===== config.mk =====
export PLATFORM = sky130hd
export DESIGN_NAME = horner_eval_arbiter
export DESIGN_NICKNAME = d
export VERILOG_FILES = /design/src/rtl/horner_eval_arbiter.sv
export SDC_FILE = /design/constraint.sdc
export NUM_CORES = 1
export LEC_CHECK = 0
export BUFFER_PORTS_ARGS = -buffer_cell sky130_fd_sc_hd__buf_4
export CAP_MARGIN = 5
export CORE_AREA = 2 2 207 209
export CTS_BUF_LIST = sky130_fd_sc_hd__clkbuf_4 sky130_fd_sc_hd__clkbuf_8
export CTS_CLUSTER_DIAMETER = 60
export DETAILED_ROUTE_END_ITERATION = 10
export DIE_AREA = 0 0 209 211
export GPL_TIMING_DRIVEN = 0
export PLACE_DENSITY = 0.54
export SYNTH_ARGS = -nofsm -noshare
export SYNTH_HDL_FRONTEND = slang
export SYNTH_SLANG_ARGS = --single-unit
export TNS_END_PERCENT = 30

===== constraint.sdc =====
create_clock -name clk -period 3.8 [get_ports clk]
set_input_delay 0 -clock clk [delete_from_list [all_inputs] [get_ports clk]]
set_output_delay 0 -clock clk [all_outputs]
set_load 0.05 [all_outputs]

===== src/rtl/horner_eval_arbiter.sv =====
// horner_eval_arbiter
// Shares one Horner-cubic evaluator between N_REQ AXI-stream requesters.
// Requests are granted round-robin. Only one evaluation is in flight at a
// time. Each result goes back tagged with the requester id, and a watchdog
// aborts an evaluation that never produces its final beat.
//
// Handshake semantics (all stream ports): a beat transfers on a rising clk
// edge where tvalid and tready are both high. A producer holds tvalid and
// its payload stable until that edge. The block never makes its own tvalid
// depend on the partner's tready.
module horner_eval_arbiter #(
  parameter int          N_REQ     = 4,
  parameter logic [63:0] KICK_WORD = 64'h3FF0000000000000,
  parameter int          TIMEOUT   = 1024
) (
  input  logic                     clk,
  input  logic                     rst,
  input  logic [N_REQ*64-1:0]      req_tdata,
  input  logic [N_REQ-1:0]         req_tvalid,
  output logic [N_REQ-1:0]         req_tready,
  output logic [63:0]              rsp_tdata,
  output logic [$clog2(N_REQ)-1:0] rsp_tid,
  output logic                     rsp_err,
  output logic                     rsp_tvalid,
  input  logic                     rsp_tready,
  output logic [63:0]              ev_x,
  output logic [63:0]              ev_s_tdata,
  output logic                     ev_s_tvalid,
  output logic                     ev_s_tlast,
  input  logic                     ev_s_tready,
  input  logic [63:0]              ev_m_tdata,
  input  logic                     ev_m_tvalid,
  input  logic                     ev_m_tlast,
  output logic                     ev_m_tready,
  output logic                     busy,
  output logic [1:0]               dbg_state
);

  localparam int IDW = $clog2(N_REQ);
  localparam int TW  = $clog2(TIMEOUT);
  localparam logic [TW-1:0] T_LAST = TW'(TIMEOUT - 1);

  localparam logic [1:0] S_IDLE  = 2'd0;
  localparam logic [1:0] S_ISSUE = 2'd1;
  localparam logic [1:0] S_WAIT  = 2'd2;
  localparam logic [1:0] S_RESP  = 2'd3;

  logic [1:0]     state_q;
  logic [IDW-1:0] last_grant_q;
  logic [IDW-1:0] gid_q;
  logic [63:0]    x_q;
  logic [63:0]    rsp_tdata_q;
  logic           rsp_err_q;
  logic           rsp_tvalid_q;
  logic           ev_s_tvalid_q;
  logic           ev_m_tready_q;
  logic           busy_q;
  logic [TW-1:0]  timer_q;

  logic           win_found;
  logic [IDW-1:0] win_id;
  logic [IDW-1:0] cand;
  logic [63:0]    sel_x;

  // Round-robin search: first valid requester after last_grant_q, with wrap.
  always_comb begin
    win_found = 1'b0;
    win_id    = '0;
    cand      = '0;
    for (int k = 1; k <= N_REQ; k++) begin
      cand = IDW'((int'(last_grant_q) + k) % N_REQ);
      if (!win_found && req_tvalid[cand]) begin
        win_found = 1'b1;
        win_id    = cand;
      end
    end
  end

  assign sel_x = req_tdata[int'(win_id)*64 +: 64];

  // Ready goes only to the winner, and only while idle.
  always_comb begin
    req_tready = '0;
    if (state_q == S_IDLE && win_found) req_tready[win_id] = 1'b1;
  end

  // Main controller: grant, kick the evaluator, collect the result or time out,
  // then hold the response until it is taken.
  always_ff @(posedge clk) begin
    if (rst) begin
      state_q       <= S_IDLE;
      last_grant_q  <= IDW'(N_REQ - 1);
      gid_q         <= '0;
      x_q           <= '0;
      rsp_tdata_q   <= '0;
      rsp_err_q     <= 1'b0;
      rsp_tvalid_q  <= 1'b0;
      ev_s_tvalid_q <= 1'b0;
      ev_m_tready_q <= 1'b0;
      busy_q        <= 1'b0;
      timer_q       <= '0;
    end else begin
      case (state_q)
        S_IDLE: begin
          if (win_found) begin
            x_q           <= sel_x;
            gid_q         <= win_id;
            ev_s_tvalid_q <= 1'b1;
            busy_q        <= 1'b1;
            state_q       <= S_ISSUE;
          end
        end
        S_ISSUE: begin
          if (ev_s_tready) begin
            ev_s_tvalid_q <= 1'b0;
            ev_m_tready_q <= 1'b1;
            timer_q       <= '0;
            state_q       <= S_WAIT;
          end
        end
        S_WAIT: begin
          timer_q <= timer_q + 1'b1;
          // A final beat in the timeout cycle still counts as a good result.
          if (ev_m_tvalid && ev_m_tlast) begin
            rsp_tdata_q   <= ev_m_tdata;
            rsp_err_q     <= 1'b0;
            rsp_tvalid_q  <= 1'b1;
            ev_m_tready_q <= 1'b0;
            state_q       <= S_RESP;
          end else if (timer_q == T_LAST) begin
            rsp_tdata_q   <= '0;
            rsp_err_q     <= 1'b1;
            rsp_tvalid_q  <= 1'b1;
            ev_m_tready_q <= 1'b0;
            state_q       <= S_RESP;
          end
        end
        S_RESP: begin
          if (rsp_tready) begin
            rsp_tvalid_q <= 1'b0;
            last_grant_q <= gid_q;
            busy_q       <= 1'b0;
            state_q      <= S_IDLE;
          end
        end
        default: state_q <= S_IDLE;
      endcase
    end
  end

  assign ev_x        = x_q;
  assign ev_s_tdata  = KICK_WORD;
  assign ev_s_tvalid = ev_s_tvalid_q;
  assign ev_s_tlast  = ev_s_tvalid_q;
  assign ev_m_tready = ev_m_tready_q;
  assign rsp_tdata   = rsp_tdata_q;
  assign rsp_tid     = gid_q;
  assign rsp_err     = rsp_err_q;
  assign rsp_tvalid  = rsp_tvalid_q;
  assign busy        = busy_q;
  assign dbg_state   = state_q;

endmodule

==> reports/results.tsv, run 1 <==
metric	value	unit
worstHoldPathType	input port to register	
ff2ff_setup_slack	0.28	ns
routed_wire_per_std_cell	17.2	um
h_tree_level_count	4	
hpwl	29100	um
core_region_area	41800	um2
timing_max_transition_violations_final	0	
antenna_violations_before_repair	3	
row_count	75	
dr_total_vias	10100	
antenna_violating_nets_post_route	0	
port_buffers	470	
cell_variety_after_synth	51	
first_iter_violations	450	
share_of_the_yosys_chip_area_belonging_to_registers	37.3	%
worstHoldPathCells	3	
clk_pin_slew	0.10	ns
fmax	0.284	GHz
clock-skew-final	0.0152	ns
max_slew.worst_pin.slew	0.895	ns
gp_routability_congestion	0.870	
synth_warnings	0	
critical_path.cell_chain	nor2b_4 > o21ai_2 > and3_1 > buf_2 > buf_1 > a211oi_1 > dlygate4sd3_1 > o31ai_1 > dlygate4sd3_1	
die_area	44100	um2
cp_num_buf_inv	4	
regToRegEndpoint	ev_x[10]	
postSynthRegisterBits	149	
synth_edf_count	0	
synth_most_common_cell	sky130_fd_sc_hd__dfxtp_1	
area_taken_by_multi_input_logic_gates	4240	um2
seqCellArea	2980	um2
critical_path.endpoint_type	register	
global_route.usage.total	17.2	%
holdWs	0.0636	ns
status	complete, no violations	
fillCellCount	4296	
drt_pass1_iterations	5	
cp.required	4.23	ns
final_period_minus_worst_setup_slack	3.52	ns
cts_tree	yes	
cp_top_family	buffers and inverters	
gr_overflow_total	0	
synth_cells	922	
power.density	521	nW/um2
post-route-drc-count	0	
wire_length_after_detailed_routing	39300	um
synth_largest_type_area_fraction	37.3	%
area_delta_synth_final	92.7	%
die-height	211	um
timing.hold.worst.start	req_tdata[132]	
cts.path.max_buffers	2	
critPathArrivalTime	3.95	ns
io_pins	536	
timing.max_slew.rel_slack	39.9	%
cts_buffers	17	
cp-start-kind	register	
hold_viol_final	0	
post-route-cell-area	15400	um2
cell_type_with_the_highest_occurrence_count_on_the_critical_path	sky130_fd_sc_hd__dlygate4sd3_1	
r2r-start	last_grant_q[0]	
largest_net_degree_at_the_start_of_global_routing	17	
vias_per_cell	4.42	
initial_cell_density_of_the_core	19.2	%
synth.area.top_cells	sky130_fd_sc_hd__dfxtp_1 37%, sky130_fd_sc_hd__a211oi_1 9.1%, sky130_fd_sc_hd__buf_4 6.1%	
clock_insertion_delay_worst_skew	0.49	ns
synth.top_cells.by_count	149 x sky130_fd_sc_hd__dfxtp_1, 118 x sky130_fd_sc_hd__nor2_1, 97 x sky130_fd_sc_hd__a211oi_1	
number_of_global_route_vias_before_repair	10400	
chipWidth	209	um
min_period_over_period	92.7	%
hold_end	ev_x[4]	
detailed_place.area	12400	um2
synth.cell_area	8000	um2
grt_first_pass_wirelength	58500	um
syn_area_per_cell	8.68	um2
worst_reg2reg_path_length_in_cells	9	
cts.sinks	149	
yosys_most_used_dff	sky130_fd_sc_hd__dfxtp_1	
vdd_drop_max	229	uV
async_reset_ff_share	0	%
cts.root.buffer_cell	sky130_fd_sc_hd__clkbuf_8	
netlist.top_cell.by_area	sky130_fd_sc_hd__dfxtp_1	
finalNetCount	2064	
rsz0062_at_grt	false	
final-setup-viol-count	0	
layout.core_utilization	36.9	%
critical_path.slowest_cell	sky130_fd_sc_hd__dlygate4sd3_1	
drv_cap	0	
timing_worst_setup_path_type	register to register	
post_route_cells_drive_above_1_share	34.8	%
fin_setup_tns	0	ns
static-leakage-power	0.00706	uW
crit_fanout	10	
crit_path_max_incr_delay	0.59	ns
## placed cells by master (no fill, tap or decap), drive strengths merged, types with 2 or more instances in the layout
master | synthesis | final
clkinv | 0 | 5
ha | 6 | 6
nand2b | 7 | 7
mux2i | 36 | 36
nor2b | 62 | 62
bufinv | 0 | 3
dfxtp | 149 | 149
a31oi | 34 | 34
a2111oi | 34 | 34
inv | 38 | 42
and3 | 5 | 5
xor2 | 5 | 5
a22oi | 64 | 64
nor3 | 6 | 6
nand4 | 2 | 2
o31ai | 30 | 30
nor2 | 118 | 118
conb | 2 | 64
nand2 | 10 | 10
dlygate4sd3 | 0 | 255
clkbuf | 55 | 74
o21ai | 6 | 6
nand3b | 31 | 31
a211o | 2 | 2
a2bb2oi | 2 | 2
nand3 | 7 | 7
xnor2 | 2 | 2
a211oi | 97 | 97
and2 | 2 | 2
a21oi | 5 | 5
buf | 95 | 565
## per-stage QoR
step	setup WS, ns	total power [uW]	cells
after floorplan	1.37	4670	984
after global placement	1.12	6060	1993
after detailed placement	1.02	6090	1993
after CTS	0.270	8090	2280
after global routing	0.0221	8440	2281
final	0.276	8030	2281
## final cells by class
type | count | area share (%)
multi-input cells | 647 | 27.5
well taps | 539 | 4.37
clock inverters | 13 | 1.10
plain buffers | 150 | 5.64
diodes | 1 | 0.0162
inverters | 38 | 0.925
clock buffers | 19 | 1.66
flip-flops and latches | 149 | 19.4
repair buffers | 725 | 39.4
## layer usage
layer | vias up | track usage [%] | wire (um)
li1 | 4849 | - | -
met1 | 4791 | 19.1 | 15700
met2 | 371 | 31.7 | 20100
met3 | 60 | 4.16 | 2280
met4 | 4 | 6.53 | 1150
met5 | - | 0 | 23
## worst min-delay path, cell delays in order
cell	delay [ns]
sky130_fd_sc_hd__buf_4	0.11
sky130_fd_sc_hd__a211oi_1	0.28
sky130_fd_sc_hd__a2111oi_0	0.11
## flip-flops by register name, summed over array words and instances, names as in the netlist
register	count
busy	1
dbg_state	2
ev_m_tready	1
ev_s_tlast	1
ev_x	64
last_grant_q	2
rsp_err	1
rsp_tdata	64
rsp_tid	2
rsp_tvalid	1
timer_q	10
## cell families after synthesis
logic type	Yosys count	share of synthesized area (%)
DFF	149	37.3
other	2	0.0939
muxes	36	4.50
buffers and inverters	188	12.7
AOI/OAI and AO/OA	281	27.4
adders and majority gates	6	0.938
and+or+nand+nor	253	16.4
xor gates and xnor gates	7	0.766
## worst max-delay path by stage
stage	startpoint	endpoint	slack, ns	cells after the start
finish	last_grant_q[0]	ev_x[10]	0.28	9
global route	last_grant_q[0]	ev_x[10]	0.02	9
floorplan	last_grant_q[0]	req_tready[1]	1.37	7
global placement	dbg_state[0]	ev_x[55]	1.12	7
detailed placement	dbg_state[0]	ev_x[59]	1.02	7
CTS	last_grant_q[0]	ev_x[10]	0.27	9
## power breakdown
part / internal [uW] / switching, uW
combinational: 1710 / 2780
clock: 683 / 718
sequential: 1920 / 227
total: 4310 / 3720
## what timing repair did
item | in CTS | in global routing
hold buffers | 255 | 0
endpoints found under the hold margin | 136 | 0
gates resized for setup | 0 | 0
buffers inserted | 0 | 0
Power figures use the tool's default switching activity.
==> inputs of run 2 (changes only) <==
--- a/config.mk
+++ b/config.mk
@@ -13,7 +13,7 @@
 export DETAILED_ROUTE_END_ITERATION = 10
 export DIE_AREA = 0 0 209 211
 export GPL_TIMING_DRIVEN = 0
-export PLACE_DENSITY = 0.54
+export PLACE_DENSITY = 0.42
 export SYNTH_ARGS = -nofsm -noshare
 export SYNTH_HDL_FRONTEND = slang
 export SYNTH_SLANG_ARGS = --single-unit
==> reports/results.tsv, run 2 (same netlist as run 1, synthesis figures left out) <==
metric	value	unit
status	complete, no violations	
max_slew.worst_pin.slew	0.879	ns
dr_total_vias	9786	
detail_route_met3_wl	2500	um
core_region_area	41800	um2
hold_viol_final	0	
hpwl	29900	um
dp_worst_setup_slack	1.10	ns
seqCellArea	2980	um2
static-leakage-power	0.00705	uW
row_count	75	
finalNetCount	2066	
clk_pin_slew	0.10	ns
die_area	44100	um2
number_of_global_route_vias_before_repair	10200	
chipWidth	209	um
antenna_violating_nets_post_route	0	
area_taken_by_multi_input_logic_gates	4240	um2
timing.max_slew.rel_slack	41.0	%
r2r-start	last_grant_q[0]	
clock_insertion_delay_worst_skew	0.49	ns
critPathArrivalTime	3.97	ns
post_cts_resized	0	
clock-skew-final	0.0270	ns
power.density	514	nW/um2
layout.core_utilization	36.9	%
largest_net_degree_at_the_start_of_global_routing	17	
power_report.internal_total	4240	uW
port_buffers	470	
worstHoldPathType	input port to register	
cp.required	4.24	ns
first_iter_violations	358	
vias_per_cell	4.29	
vdd_drop_max	216	uV
cts_hold_buf	257	
comb_power_share	56.5	%
cts.root.buffer_cell	sky130_fd_sc_hd__clkbuf_8	
initial_cell_density_of_the_core	19.2	%
routed_wire_per_std_cell	17.3	um
cts_tree	yes	
detail_route.wirelength.met1	15800	um
h_tree_level_count	4	
drv_cap	0	
regToRegEndpoint	ev_x[8]	
min_period_over_period	92.8	%
io_pins	536	
cts.sinks	149	
mostFrequentLayoutCell	sky130_fd_sc_hd__buf_4	
diodes	0	
gp_routability_congestion	0.813	
holdWs	0.0474	ns
top_library_cells_by_usage_in_the_layout_fill_and_taps_aside	535 x sky130_fd_sc_hd__buf_4, 257 x sky130_fd_sc_hd__dlygate4sd3_1, 149 x sky130_fd_sc_hd__dfxtp_1	
global_route.usage.total	17.5	%
gr_overflow_total	0	
switching_power	3680	uW
worstHoldPathCells	3	
hold_end	ev_x[38]	
fillCellCount	4424	
power_total	7910	uW
critical_path.endpoint_type	register	
cts_buffers	17	
final-setup-viol-count	0	
power_frac_seq	27.0	%
timing_max_transition_violations_final	0	
grt_first_pass_wirelength	59000	um
cts.path.max_buffers	2	
post_route_cells_drive_above_1_share	34.7	%
area_delta_synth_final	92.4	%
timing_worst_setup_path_type	register to register	
wire_length_after_detailed_routing	39400	um
cp-start-kind	register	
ff2ff_setup_slack	0.27	ns
fmax	0.284	GHz
timing.hold.worst.start	req_tdata[166]	
cts.repair_timing.setup_buffer_count	0	
met2RoutedLength	20400	um
final_period_minus_worst_setup_slack	3.53	ns
clkPwrFrac	16.5	%
rsz0062_at_grt	false	
antenna_violations_before_repair	0	
die-height	211	um
drt_pass1_iterations	5	
netSwitchingFraction	46.5	%
fin_setup_tns	0	ns
worst_reg2reg_path_length_in_cells	9	
routed.top_layer	met4	
timing.final.ws_setup	0.273	ns
post-route-drc-count	0	
crit_fanout	10	
==> run 2: worst max-delay path, stage by stage, from the launching register on <==
cell and delay [ns]:
sky130_fd_sc_hd__dfxtp_1 0.41, sky130_fd_sc_hd__nor2b_4 0.06, sky130_fd_sc_hd__o21ai_2 0.46, sky130_fd_sc_hd__and3_1 0.28, sky130_fd_sc_hd__buf_2 0.35, sky130_fd_sc_hd__buf_1 0.47, sky130_fd_sc_hd__a211oi_1 0.08, sky130_fd_sc_hd__dlygate4sd3_1 0.58
sky130_fd_sc_hd__o31ai_1 0.21, sky130_fd_sc_hd__dlygate4sd3_1 0.58
==> run 2: worst max-delay path by stage <==
stage,start,end,slack [ns]
final,last_grant_q[0],ev_x[8],0.27
after global routing,last_grant_q[0],ev_x[10],0.05
after CTS,last_grant_q[0],ev_x[8],0.29
after detailed placement,dbg_state[0],ev_x[60],1.10
after global placement,dbg_state[0],ev_x[54],1.15
after floorplan,last_grant_q[0],req_tready[1],1.37
==> run 2: final cells by class <==
cell class,count,share of cell area (%)
buffer,150,5.65
clock buffer,19,1.66
sequential,149,19.4
tap,539,4.38
multi-input combinational,647,27.5
clock inverter,11,0.813
inverter,38,0.927
timing repair buffer,727,39.6
==> run 2: power by group through the flow <==
stage / registers, uW / logic (uW) / clock network [uW]
6_report: 2140 / 4470 / 1300
3_5_place_dp: 2170 / 3930 / 0
2_1_floorplan: 3340 / 1330 / 0
3_3_place_gp: 2160 / 3930 / 0
5_1_grt: 2190 / 4750 / 1430
4_1_cts: 2140 / 4510 / 1380
==> run 2: layer usage <==
metal | global-route usage (%) | vias up
li1 | - | 4854
met1 | 19.6 | 4565
met2 | 32.2 | 328
met3 | 4.91 | 39
met4 | 5.12 | 0
met5 | 0 | -
==> run 2: through the flow <==
stage	instance area, um2	cells
detailed placement	12400	1993
CTS	15400	2280
finish	15400	2280
global route	15400	2280
global placement	12400	1993
floorplan	8230	984
